File: src/rtl/xdff_bank_arbiter.sv
// Round-robin arbiter and command sequencer for a shared set/reset flip-flop register bank.
// One requester at a time is granted, its command applied to Q, and completion acknowledged.
module xdff_bank_arbiter #(
  parameter int unsigned NREQ = 4,
  parameter int unsigned W    = 8
) (
  input  logic              clk0,
  input  logic              Ra,
  input  logic [NREQ-1:0]   req,
  input  logic [2*NREQ-1:0] cmd,
  input  logic [W*NREQ-1:0] wdata,
  output logic [NREQ-1:0]   gnt,
  output logic              ack,
  output logic              busy,
  output logic [W-1:0]      Q,
  output logic [7:0]        txn_cnt
);

  localparam int unsigned IW = (NREQ > 1) ? $clog2(NREQ) : 1;

  localparam logic [1:0] CmdLoad = 2'b00;
  localparam logic [1:0] CmdSet  = 2'b01;
  localparam logic [1:0] CmdClr  = 2'b10;
  localparam logic [1:0] CmdHold = 2'b11;

  typedef enum logic [1:0] {
    StIdle  = 2'b00,
    StGrant = 2'b01,
    StAck   = 2'b10
  } state_e;

  state_e        state_q;
  logic [IW-1:0] ptr_q;
  logic [IW-1:0] gidx_q;

  logic [IW-1:0] cand;
  logic [IW-1:0] win_idx;
  logic          win_found;
  logic          sel_req;
  logic [1:0]    sel_cmd;
  logic [W-1:0]  sel_wdata;
  logic [IW-1:0] ptr_next;

  // Search starting at ptr_q and wrapping; first set request bit wins.
  always_comb begin
    win_found = 1'b0;
    win_idx   = '0;
    cand      = '0;
    for (int unsigned k = 0; k < NREQ; k++) begin
      cand = IW'((32'(ptr_q) + k) % NREQ);
      if (!win_found && req[cand]) begin
        win_found = 1'b1;
        win_idx   = cand;
      end
    end
  end

  // Request, command and data of the currently granted requester.
  always_comb begin
    sel_req   = 1'b0;
    sel_cmd   = CmdHold;
    sel_wdata = '0;
    for (int unsigned i = 0; i < NREQ; i++) begin
      if (gidx_q == IW'(i)) begin
        sel_req   = req[i];
        sel_cmd   = cmd[2*i +: 2];
        sel_wdata = wdata[W*i +: W];
      end
    end
  end

  always_comb begin
    if (32'(gidx_q) == NREQ - 1) begin
      ptr_next = '0;
    end else begin
      ptr_next = gidx_q + IW'(1);
    end
  end

  always_ff @(posedge clk0 or posedge Ra) begin
    if (Ra) begin
      state_q <= StIdle;
      ptr_q   <= '0;
      gidx_q  <= '0;
      gnt     <= '0;
      ack     <= 1'b0;
      busy    <= 1'b0;
      Q       <= '0;
      txn_cnt <= '0;
    end else begin
      unique case (state_q)
        StIdle: begin
          if (win_found) begin
            gidx_q  <= win_idx;
            gnt     <= NREQ'(1) << win_idx;
            busy    <= 1'b1;
            state_q <= StGrant;
          end
        end
        StGrant: begin
          if (sel_req) begin
            unique case (sel_cmd)
              CmdLoad: Q <= sel_wdata;
              CmdSet:  Q <= '1;
              CmdClr:  Q <= '0;
              CmdHold: Q <= Q;
            endcase
            ack     <= 1'b1;
            state_q <= StAck;
          end else begin
            // Abort: requester withdrew before the command was applied.
            gnt     <= '0;
            busy    <= 1'b0;
            state_q <= StIdle;
          end
        end
        StAck: begin
          if (!sel_req) begin
            ack     <= 1'b0;
            gnt     <= '0;
            busy    <= 1'b0;
            ptr_q   <= ptr_next;
            txn_cnt <= txn_cnt + 8'd1;
            state_q <= StIdle;
          end
        end
        default: begin
          gnt     <= '0;
          ack     <= 1'b0;
          busy    <= 1'b0;
          state_q <= StIdle;
        end
      endcase
    end
  end

endmodule

File: config.mk
export PLATFORM = sky130hd
export DESIGN_NAME = xdff_bank_arbiter
export DESIGN_NICKNAME = d
export VERILOG_FILES = /design/src/rtl/xdff_bank_arbiter.sv
export SDC_FILE = /design/constraint.sdc
export NUM_CORES = 1
export LEC_CHECK = 0
export ABC_CLOCK_PERIOD_IN_PS = 3400
export CELL_PAD_IN_SITES_DETAIL_PLACEMENT = 0
export CELL_PAD_IN_SITES_GLOBAL_PLACEMENT = 1
export CORE_UTILIZATION = 32
export DETAILED_ROUTE_END_ITERATION = 12
export HOLD_SLACK_MARGIN = 0.06
export PLACE_DENSITY_LB_ADDON = 0.1
export SKIP_LAST_GASP = 1
export SYNTH_ARGS = -nofsm -noshare
export SYNTH_HDL_FRONTEND = slang
export SYNTH_SLANG_ARGS = --single-unit
export TNS_END_PERCENT = 1
File: constraint.sdc
create_clock -name clk0 -period 3.4 [get_ports clk0]
set_input_delay 0.68 -clock clk0 [delete_from_list [all_inputs] [get_ports clk0]]
set_output_delay 0.68 -clock clk0 [all_outputs]
set_load 0.1 [all_outputs]
==> run summary, run 1 <==
status = completed
antenna violations before repair = 0
# nets final = 306
IO Pins = 68
vias after detailed routing = 1598
Netlist cell types = 43
Final TNS setup = 0 ns
row count = 26
Final Slew Violations = 0
H-tree Lvls = 1
WS Path Type = reg -> reg
Design Power = 2.66 mW
Resized cells post-CTS = 0
# port buffers = 67
sequential share of the synthesized area = 0.395
drt initial violations = 77
first-pass GRT wire length = 7020 um
share of layout cells above drive strength 1 = 0.153
Finished Core Util = 0.487
Startpoint Class = flip-flop
RR Endpoint = Q[3]
min Tclk post-route = 2.87 ns
#FFs+latches synth = 28
crit share post-route = 0.845
CTS tree = yes
area grow syn2layout = 43.0%
leading cell type in the layout, fill and taps excluded = clkdlybuf4s50_1
Post-DP HPWL = 3520 um
post-synthesis async set-or-reset flop share = 1.00
vias per cell = 5.01
critical path arrival = 3.08 ns
reg-to-reg slack, setup = 0.53 ns
syn nets = 240
area leader, netlist = dfrtp_1
WL/cell = 13.9 um
clk_lat worst skew = 0.27 ns
DIE WIDTH = 76.4 um
worst slew pin tran = 0.959 ns
postcts setup bufs = 0
Pleak = 1.11 nW
routability congestion estimate = 0.743
commonest cells after routing, fill and taps aside = 47 x clkdlybuf4s50_1, 28 x dfrtp_1, 23 x buf_4
final setup violation count = 0
die height = 76.4 um
routed wire length = 4450 um
syn_area_per_cell = 9.64 sq um
Sink Count = 28
total CTS buffers = 3
Initial Utilization = 0.341
Non-Filler Instances = 319
Setup crit end = Q[3]
GR Util All Layers = 0.148
Max-slew headroom = 0.359
area share of the largest cell type after synthesis = 0.395
clk slew on worst S/H paths = 0.10 ns
first drt pass iteration count = 4
HP Class = reg -> reg
Worst R2R Path Depth = 11
vias in the first global route = 1473
Ant. Diodes = 0
Detail Route Antenna Nets = 0
largest cells by area after synthesis = dfrtp_1 40%, ha_1 7.1%, a221o_1 4.5%
worst setup margin = 0.528 ns
Bufs on Longest Clock Path = 2
Critical R2R Launch = gidx_q[1]
Setup Skew = 0.00636 ns
RSZ-0062 raised after global routing = false
Max-cap violations = 0
largest net degree at the start of global routing = 29
Yosys warning total = 0
Core ar. = 5200 sq um
Final Hold Viols = 0
Max rail drop VDD = 0.705 mV
clk root buf = clkbuf_8
Worst Setup SP = gidx_q[1]
Peak Freq = 348 MHz
Worst Path Required = 3.61 ns
Post-synth EDFFs = 0
Synth Cell Area = 1770 sq um
drc violations = 0
die area = 5840 sq um
P per Cell Area = 1050 nW/um^2
Mapped Cells = 184
pre-CTS setup slack = 0.519 ns
hold_buf cts = 0
crit end category = flip-flop
worst-path fanout max = 13
Inst Count DP = 315
main flop type after synthesis = dfrtp_1
grt ovf = 0
sequential cells by signal (all words and copies together) (netlist names):
name / cells
Q: 8
txn_cnt: 8
gnt: 4
gidx_q: 2
ptr_q: 2
state_q: 2
ack: 1
busy: 1
cells in the mapped netlist, types with 2 or more instances:
cell type and number:
nor4_1 2, nand3_1 5, a221o_1 8, and3_1 2, xnor2_1 5, inv_1 21
nand2_1 15, o21ai_1 8, o32ai_1 2, a32o_1 2, clkbuf_1 6, o22ai_1 3
mux2_2 6, xor2_1 2, mux2i_1 2, a221oi_1 9, dfrtp_1 28, nor2b_1 2
a21o_1 3, nand2b_1 3, ha_1 10, o21ai_0 7, a21oi_1 13
logic make-up (layout without fill, tap and decap cells):
logic type,Yosys count,in the layout,synth area share
multiplexers,9,9,0.0557
XOR/XNOR,7,7,0.0346
flip-flops,28,28,0.395
adder cells (fa/ha/maj),10,10,0.0706
AO/OA/AOI/OAI,65,65,0.275
buffers and inverters,30,95,0.0663
AND/OR/NAND/NOR,35,35,0.103
worst max-delay path: stages, from the launching register on:
cell and delay (ns):
dfrtp_1 0.42, inv_1 0.09, ha_1 0.45, inv_1 0.11, o22ai_1 0.17, o21ai_0 0.09, mux2_2 0.29, ha_1 0.20
nand2b_1 0.14, a2111o_1 0.44, a21o_4 0.27, o21ai_1 0.13
how the worst min path moves through the flow:
stage	startpoint	endpoint	slack (ns)	cells after the start
final	txn_cnt[7]	txn_cnt[7]	0.48	1
after global routing	txn_cnt[6]	txn_cnt[6]	0.51	1
after CTS	txn_cnt[7]	txn_cnt[7]	0.49	1
after detailed placement	busy	busy	0.47	1
after global placement	busy	busy	0.46	1
after floorplan	ptr_q[0]	ptr_q[0]	0.48	2
routing by layer:
metal  wire, um  track usage  vias up  part of all wire
met4         14       0.0173        0            0.0031
met1       2030        0.195      764              0.46
met2       2260        0.257       26              0.51
met3        139       0.0311        2             0.031
li1           -            -      806                 -
met5          0            0        -                 0
report_power, final:
part / switching, mW / internal [mW]
Sequential: 0.0927 / 0.457
Clock: 0.101 / 0.158
Combinational: 1.26 / 0.596
Total: 1.46 / 1.21
metrics by stage:
stage / hold slack [ns] / instance area [sq um]
detailed placement: 0.474 / 2460
global route: 0.509 / 2540
finish: 0.483 / 2540
floorplan: 0.477 / 1770
CTS: 0.490 / 2540
global placement: 0.465 / 2460
layout make-up:
class / count / area, sq um
inverter: 21 / 78.8
sequential: 28 / 701
clock inverter: 1 / 30.0
fill: 510 / 2670
tap: 70 / 87.6
timing repair buffer: 70 / 643
multi-input combinational: 126 / 955
clock buffer: 3 / 41.3
No activity file was read; power rests on OpenSTA's default activity.
==> run 2: changes to the inputs <==
ABC_CLOCK_PERIOD_IN_PS = 2600   (was 3400)
CORE_UTILIZATION = 29   (was 32)
clock period = 2.6 ns   (was 3.4 ns; I/O delays follow)
==> run 2 against run 1 <==
  * Final cell count grew 5.3%
  * Clock power increased by 34%
  * Total power is 38% higher
  * Combinational power is 41% higher
  * Flip-flop and latch count is the same
  * Clock skew is 0.0012 ns higher
  * Global-route usage fell by 0.31 points
  * Critical path type unchanged
  * Largest cell class unchanged
==> run summary, run 2 (synthesis results as in run 1) <==
status = completed
worst-path fanout max = 8 (-5)
Hold Path Cell Cnt = 1 (unchanged)
Detail Route Antenna Nets = 0 (unchanged)
total CTS buffers = 3 (unchanged)
commonest cells after routing, fill and taps aside = 45 x clkdlybuf4s50_1, 37 x buf_4, 28 x dfrtp_1
clk slew on worst S/H paths = 0.10 ns (about the same)
Initial Utilization = 0.299 (-0.0412)
Critical R2R Launch = gidx_q[1]
H-tree Lvls = 1 (unchanged)
clk_lat worst skew = 0.28 ns (about the same)
Setup Skew = 0.00753 ns (+0.00118 ns)
slowest CP cell = dfrtp_1
vias after detailed routing = 1659 (+3.8%)
worst slew pin tran = 0.632 ns (-0.327 ns)
drc violations = 0 (unchanged)
Final Hold Viols = 0 (unchanged)
Hold Path End = txn_cnt[7]
routability congestion estimate = 0.740 (-0.36%)
hold slack = 0.483 ns (-0.000271 ns)
crit end category = flip-flop
P per Cell Area = 1390 nW/um^2 (+33%)
# nets final = 318 (+3.9%)
die height = 80.2 um (+4.9%)
Worst path max stage delay = 0.42 ns (-0.03 ns)
footprint of the multi-input gates = 976 sq um (+2.2%)
HP Class = reg -> reg
first-pass GRT wire length = 7340 um (+4.5%)
Post-DP Area = 2550 sq um (+3.4%)
critical path arrival = 2.64 ns (-0.44 ns)
Ant. Diodes = 0 (unchanged)
Final Slew Violations = 0 (unchanged)
Bufs on Longest Clock Path = 2 (unchanged)
Max-slew headroom = 0.578 (+0.219)
hold_sp = txn_cnt[7]
WL/cell = 14.2 um (+1.6%)
first drt pass iteration count = 4 (unchanged)
Max rail drop VDD = 0.707 mV (+0.28%)
Reg area = 701 sq um (unchanged)
# fillers = 573 (+12%)
CTS tree = yes
crit share post-route = 0.937 (+0.0920)
min Tclk post-route = 2.44 ns (-0.437 ns)
die area = 6430 sq um (+10%)
largest net degree at the start of global routing = 29 (unchanged)
Sink Count = 28 (unchanged)
RR Endpoint = Q[3]
Pleak = 1.18 nW (+6.4%)
worst-path cell chain = inv_2 > ha_2 > nand2b_1 > o22ai_1 > o21ai_0 > mux2_4 > ha_1 > nand2b_1 > a2111o_1 > a21o_4 > o21ai_1
reg-to-reg slack, setup = 0.16 ns (-0.36 ns)
GR Util All Layers = 0.145 (-0.00306)
drt initial violations = 57 (-26%)
clk root buf = clkbuf_8
pre-CTS setup slack = 0.0762 ns (-0.443 ns)
Largest regs = Q x8, txn_cnt x8, gnt x4
Max-cap violations = 0 (unchanged)
area grow syn2layout = 49.4%
Design Power = 3.69 mW (+38%)
WS Path Type = reg -> reg
vias per cell = 4.94 (-1.4%)
leading cell type in the layout, fill and taps excluded = clkdlybuf4s50_1
Post-DP HPWL = 3770 um (+7.2%)
DIE WIDTH = 80.2 um (+4.9%)
share of layout cells above drive strength 1 = 0.222 (+0.0696)
Design Area, Final = 2650 sq um (+4.4%)
vias in the first global route = 1524 (+3.5%)
Worst R2R Path Depth = 11 (unchanged)
Worst Path Required = 2.80 ns (-0.81 ns)
Core ar. = 5920 sq um (+14%)
routed wire length = 4760 um (+7.0%)
row count = 28 (+7.7%)
grt ovf = 0 (unchanged)
# port buffers = 67 (unchanged)
IO Pins = 68 (unchanged)
Peak Freq = 411 MHz (+18%)
cell mode on critical path = nand2b_1
worst setup margin = 0.164 ns (-0.363 ns)
antenna violations before repair = 0 (unchanged)
Worst Setup SP = gidx_q[1]
hold_buf cts = 0 (unchanged)
final setup violation count = 0 (unchanged)
Startpoint Class = flip-flop
run 2: cell count changes in the layout (fill, tap and decap cells not counted):
cell,previous run,this run
clkdlybuf4s50_1,47,45
buf_4,23,37
o21ai_2,0,4
ha_1,10,9
o21ai_1,8,5
mux2_4,0,1
inv_1,21,20
o21ai_0,7,6
mux2_2,6,5
ha_2,0,1
inv_2,0,1
run 2: critical path: cells and delay by family, from the launching register on:
| kind | cells | cell delay [ns] |
|---|---|---|
| flops | 1 | 0.42 |
| simple gates | 2 | 0.29 |
| compound gates | 5 | 0.95 |
| buf+inv | 1 | 0.05 |
| fa+ha+maj | 2 | 0.38 |
| mux | 1 | 0.28 |
run 2: layout make-up:
| type | instances | area share |
|---|---|---|
| Clock buffer | 3 | 0.0156 |
| Inverter | 21 | 0.0298 |
| Sequential cell | 28 | 0.265 |
| Tap cell | 75 | 0.0354 |
| Multi-Input combinational cell | 126 | 0.368 |
| Timing Repair Buffer | 82 | 0.275 |
| Clock inverter | 1 | 0.0113 |
run 2: how the worst max path moves through the flow:
stage                      end  slack (ns)  cells after the start
after floorplan           Q[1]        0.04                     12
after global placement    Q[1]        0.09                      9
after detailed placement  Q[0]        0.08                      9
after CTS                 Q[3]        0.15                     11
after global routing      Q[5]     -0.0005                     11
final                     Q[3]        0.16                     11
run 2: repair_timing:
item,in CTS,in global routing
endpoints found under the hold margin,0,0
gates resized for setup,0,8
setup buffers,0,1
setup endpoints to repair,0,6
run 2: through the flow:
stage	setup TNS, ns	std cells	util
2_1_floorplan	0	184	-
3_3_place_gp	0	331	0.430
3_5_place_dp	0	331	0.430
4_1_cts	0	335	0.443
5_1_grt	-0.000538	336	0.447
6_report	0	336	0.447
run 2: report_power, final:
group / switching, mW / total (mW) / internal [mW] / leakage [nW]
registers: 0.120 / 0.717 / 0.597 / 0.352
logic: 1.73 / 2.62 / 0.896 / 0.792
clock network: 0.142 / 0.348 / 0.206 / 0.0357
run 2: metal layers:
metal / wire length, um / up-vias / GRT usage / part of all wire
met5: 0 / - / 0 / 0
li1: - / 832 / - / -
met3: 244 / 2 / 0.0295 / 0.051
met4: 23 / 0 / 0.0214 / 0.0048
met2: 2200 / 38 / 0.237 / 0.46
met1: 2300 / 787 / 0.201 / 0.48
==> run 3: changes to the inputs <==
CAP_MARGIN = 20   (was not set)
==> results of run 3 <==
No change in the layout: final DEF, timing and power equal those of run 2.
==> patch 1 (settings of run 2) <==
Change the parameter `W` from 8 to 9.
--- a/src/rtl/xdff_bank_arbiter.sv
+++ b/src/rtl/xdff_bank_arbiter.sv
@@ -2,7 +2,7 @@
 // One requester at a time is granted, its command applied to Q, and completion acknowledged.
 module xdff_bank_arbiter #(
   parameter int unsigned NREQ = 4,
-  parameter int unsigned W    = 8
+  parameter int unsigned W    = 9
 ) (
   input  logic              clk0,
   input  logic              Ra,
Ports: changed (resized Q and wdata); port bits go from 68 to 73. No check against the original RTL was run, so the function may have changed too.
==> patch 1 against run 2 <==
Sequential cell count is 1 higher. Final area is 4.3% higher. Largest cell class unchanged. Critical path depth is 1 lower. Synthesized area is 3.2% higher. Total power is 6.0% higher. Via count is 4.3% higher. Global-route usage is 0.63 points higher. Setup slack better by 81 ps. Cell count is 3.6% higher. Routed wire length is 4.7% higher.
==> patch 1: results (changes against run 2) <==
Run status
  – Outcome: complete, no violations

Route
  – Detailed router's first-iteration violation count: 63 (+11%)
  – Drt total wl: 4.98 mm (+4.7%)
  – Via density: 4.97 (+0.68%)

STA
  – Worst clock skew: 6.88 ps (-0.651 ps)
  – Actual slew at the worst max-slew pin: 681 ps (+48.9 ps)

Power
  – Worst IR Drop VDD: 0.000992 V (+40%)
  – Leakage component of the power: 1.25 nW (+5.6%)
  – Power spent charging and discharging nets: 2.07 mW (+3.8%)

Worst setup path
  – Peak per-stage delay on the critical path: 400 ps (-20 ps)
  – Arr. time, crit path: 2560 ps (-80 ps)

Place
  – Final weighted congestion in routability-driven placement: 0.732 (-1.1%)
  – Placed Area: 0.00263 mm2 (+3.0%)
  – Worst slack, placed: 46.8 ps (-29.5 ps)
  – Count of input and output buffers: 72 (+7.5%)

Synthesis
  – Unique masters post-synth: 44 (+2.3%)
  – Largest cells by area after synthesis: sky130_fd_sc_hd__dfrtp_1 (40%), sky130_fd_sc_hd__ha_1 (6.8%), sky130_fd_sc_hd__a221o_1 (4.9%)
  – Share of synthesized area occupied by flip-flops and latches: 0.397 (+0.00152)
  – Number of instances in the synthesized netlist: 192 (+4.3%)
  – Post-Synthesis Net Count: 252 (+5.0%)

Finish
  – Post-route insts no fill: 348 (+3.6%)
  – Largest registers in the final layout: Q x9, txn_cnt x8, gnt x4
  – Post-layout nets: 332 (+4.4%)

GRT
  – Wire length of the first global-routing pass: 7.59 mm (+3.4%)
  – Pin count of the biggest net entering global routing: 30 (+3.4%)
  – Via count of the first global-routing pass: 1523 (-0.066%)
  – Global Route Usage Sum: 0.152 (+0.00635)

CTS
  – Clock-pin slew on the worst setup and hold paths: 70 ps (-30 ps)
  – CTS buffer count: 5 (+2)
==> patch 1: layer usage <==
metal / track usage / up-vias / part of all wire
met5: 0 / - / 0
met4: 0.0429 / 0 / 0.0080
met3: 0.0356 / 5 / 0.049
met2: 0.238 / 38 / 0.50
met1: 0.206 / 818 / 0.44
li1: - / 869 / -
==> patch 1: kinds of logic after synthesis <==
logic type | after synthesis | share of synthesized area
compound gates | 67 | 0.270
simple gates | 40 | 0.114
buf+inv | 31 | 0.0704
flops | 29 | 0.397
fa+ha+maj | 10 | 0.0684
mux | 8 | 0.0472
xor+xnor | 7 | 0.0335
==> patch 1: path summary, 6_finish.rpt <==
check	slack [ps]	endpoint	startpoint
max in group asynchronous	1710	gnt[1]$_DFFE_PP0P_	Ra
min in group asynchronous	610	Q[6]$_DFFE_PP0P_	Ra
min reg2reg	480	busy$_DFFE_PP0P_	busy$_DFFE_PP0P_
min	480	busy$_DFFE_PP0P_	busy$_DFFE_PP0P_
max reg2reg	250	Q[8]$_DFFE_PP0P_	gidx_q[0]$_DFFE_PP0P_
max	250	Q[8]$_DFFE_PP0P_	gidx_q[0]$_DFFE_PP0P_
==> patch 1: final cells by class <==
cell class	count	area, um2
clock inverters	3	65.1
multi-input cells	132	977
flip-flops and latches	29	726
repair buffers	85	761
inverters	19	71.3
well taps	75	93.8
fillers	594	3230
clock buffers	5	68.8
==> patch 1: power groups by stage <==
stage / sequential, mW / combinational [mW] / clock [mW]
after floorplan: 1.63 / 1.09 / 0
after global placement: 0.759 / 2.63 / 0
after detailed placement: 0.755 / 2.63 / 0
after CTS: 0.749 / 2.64 / 0.574
after global routing: 0.775 / 2.81 / 0.596
final: 0.748 / 2.60 / 0.561
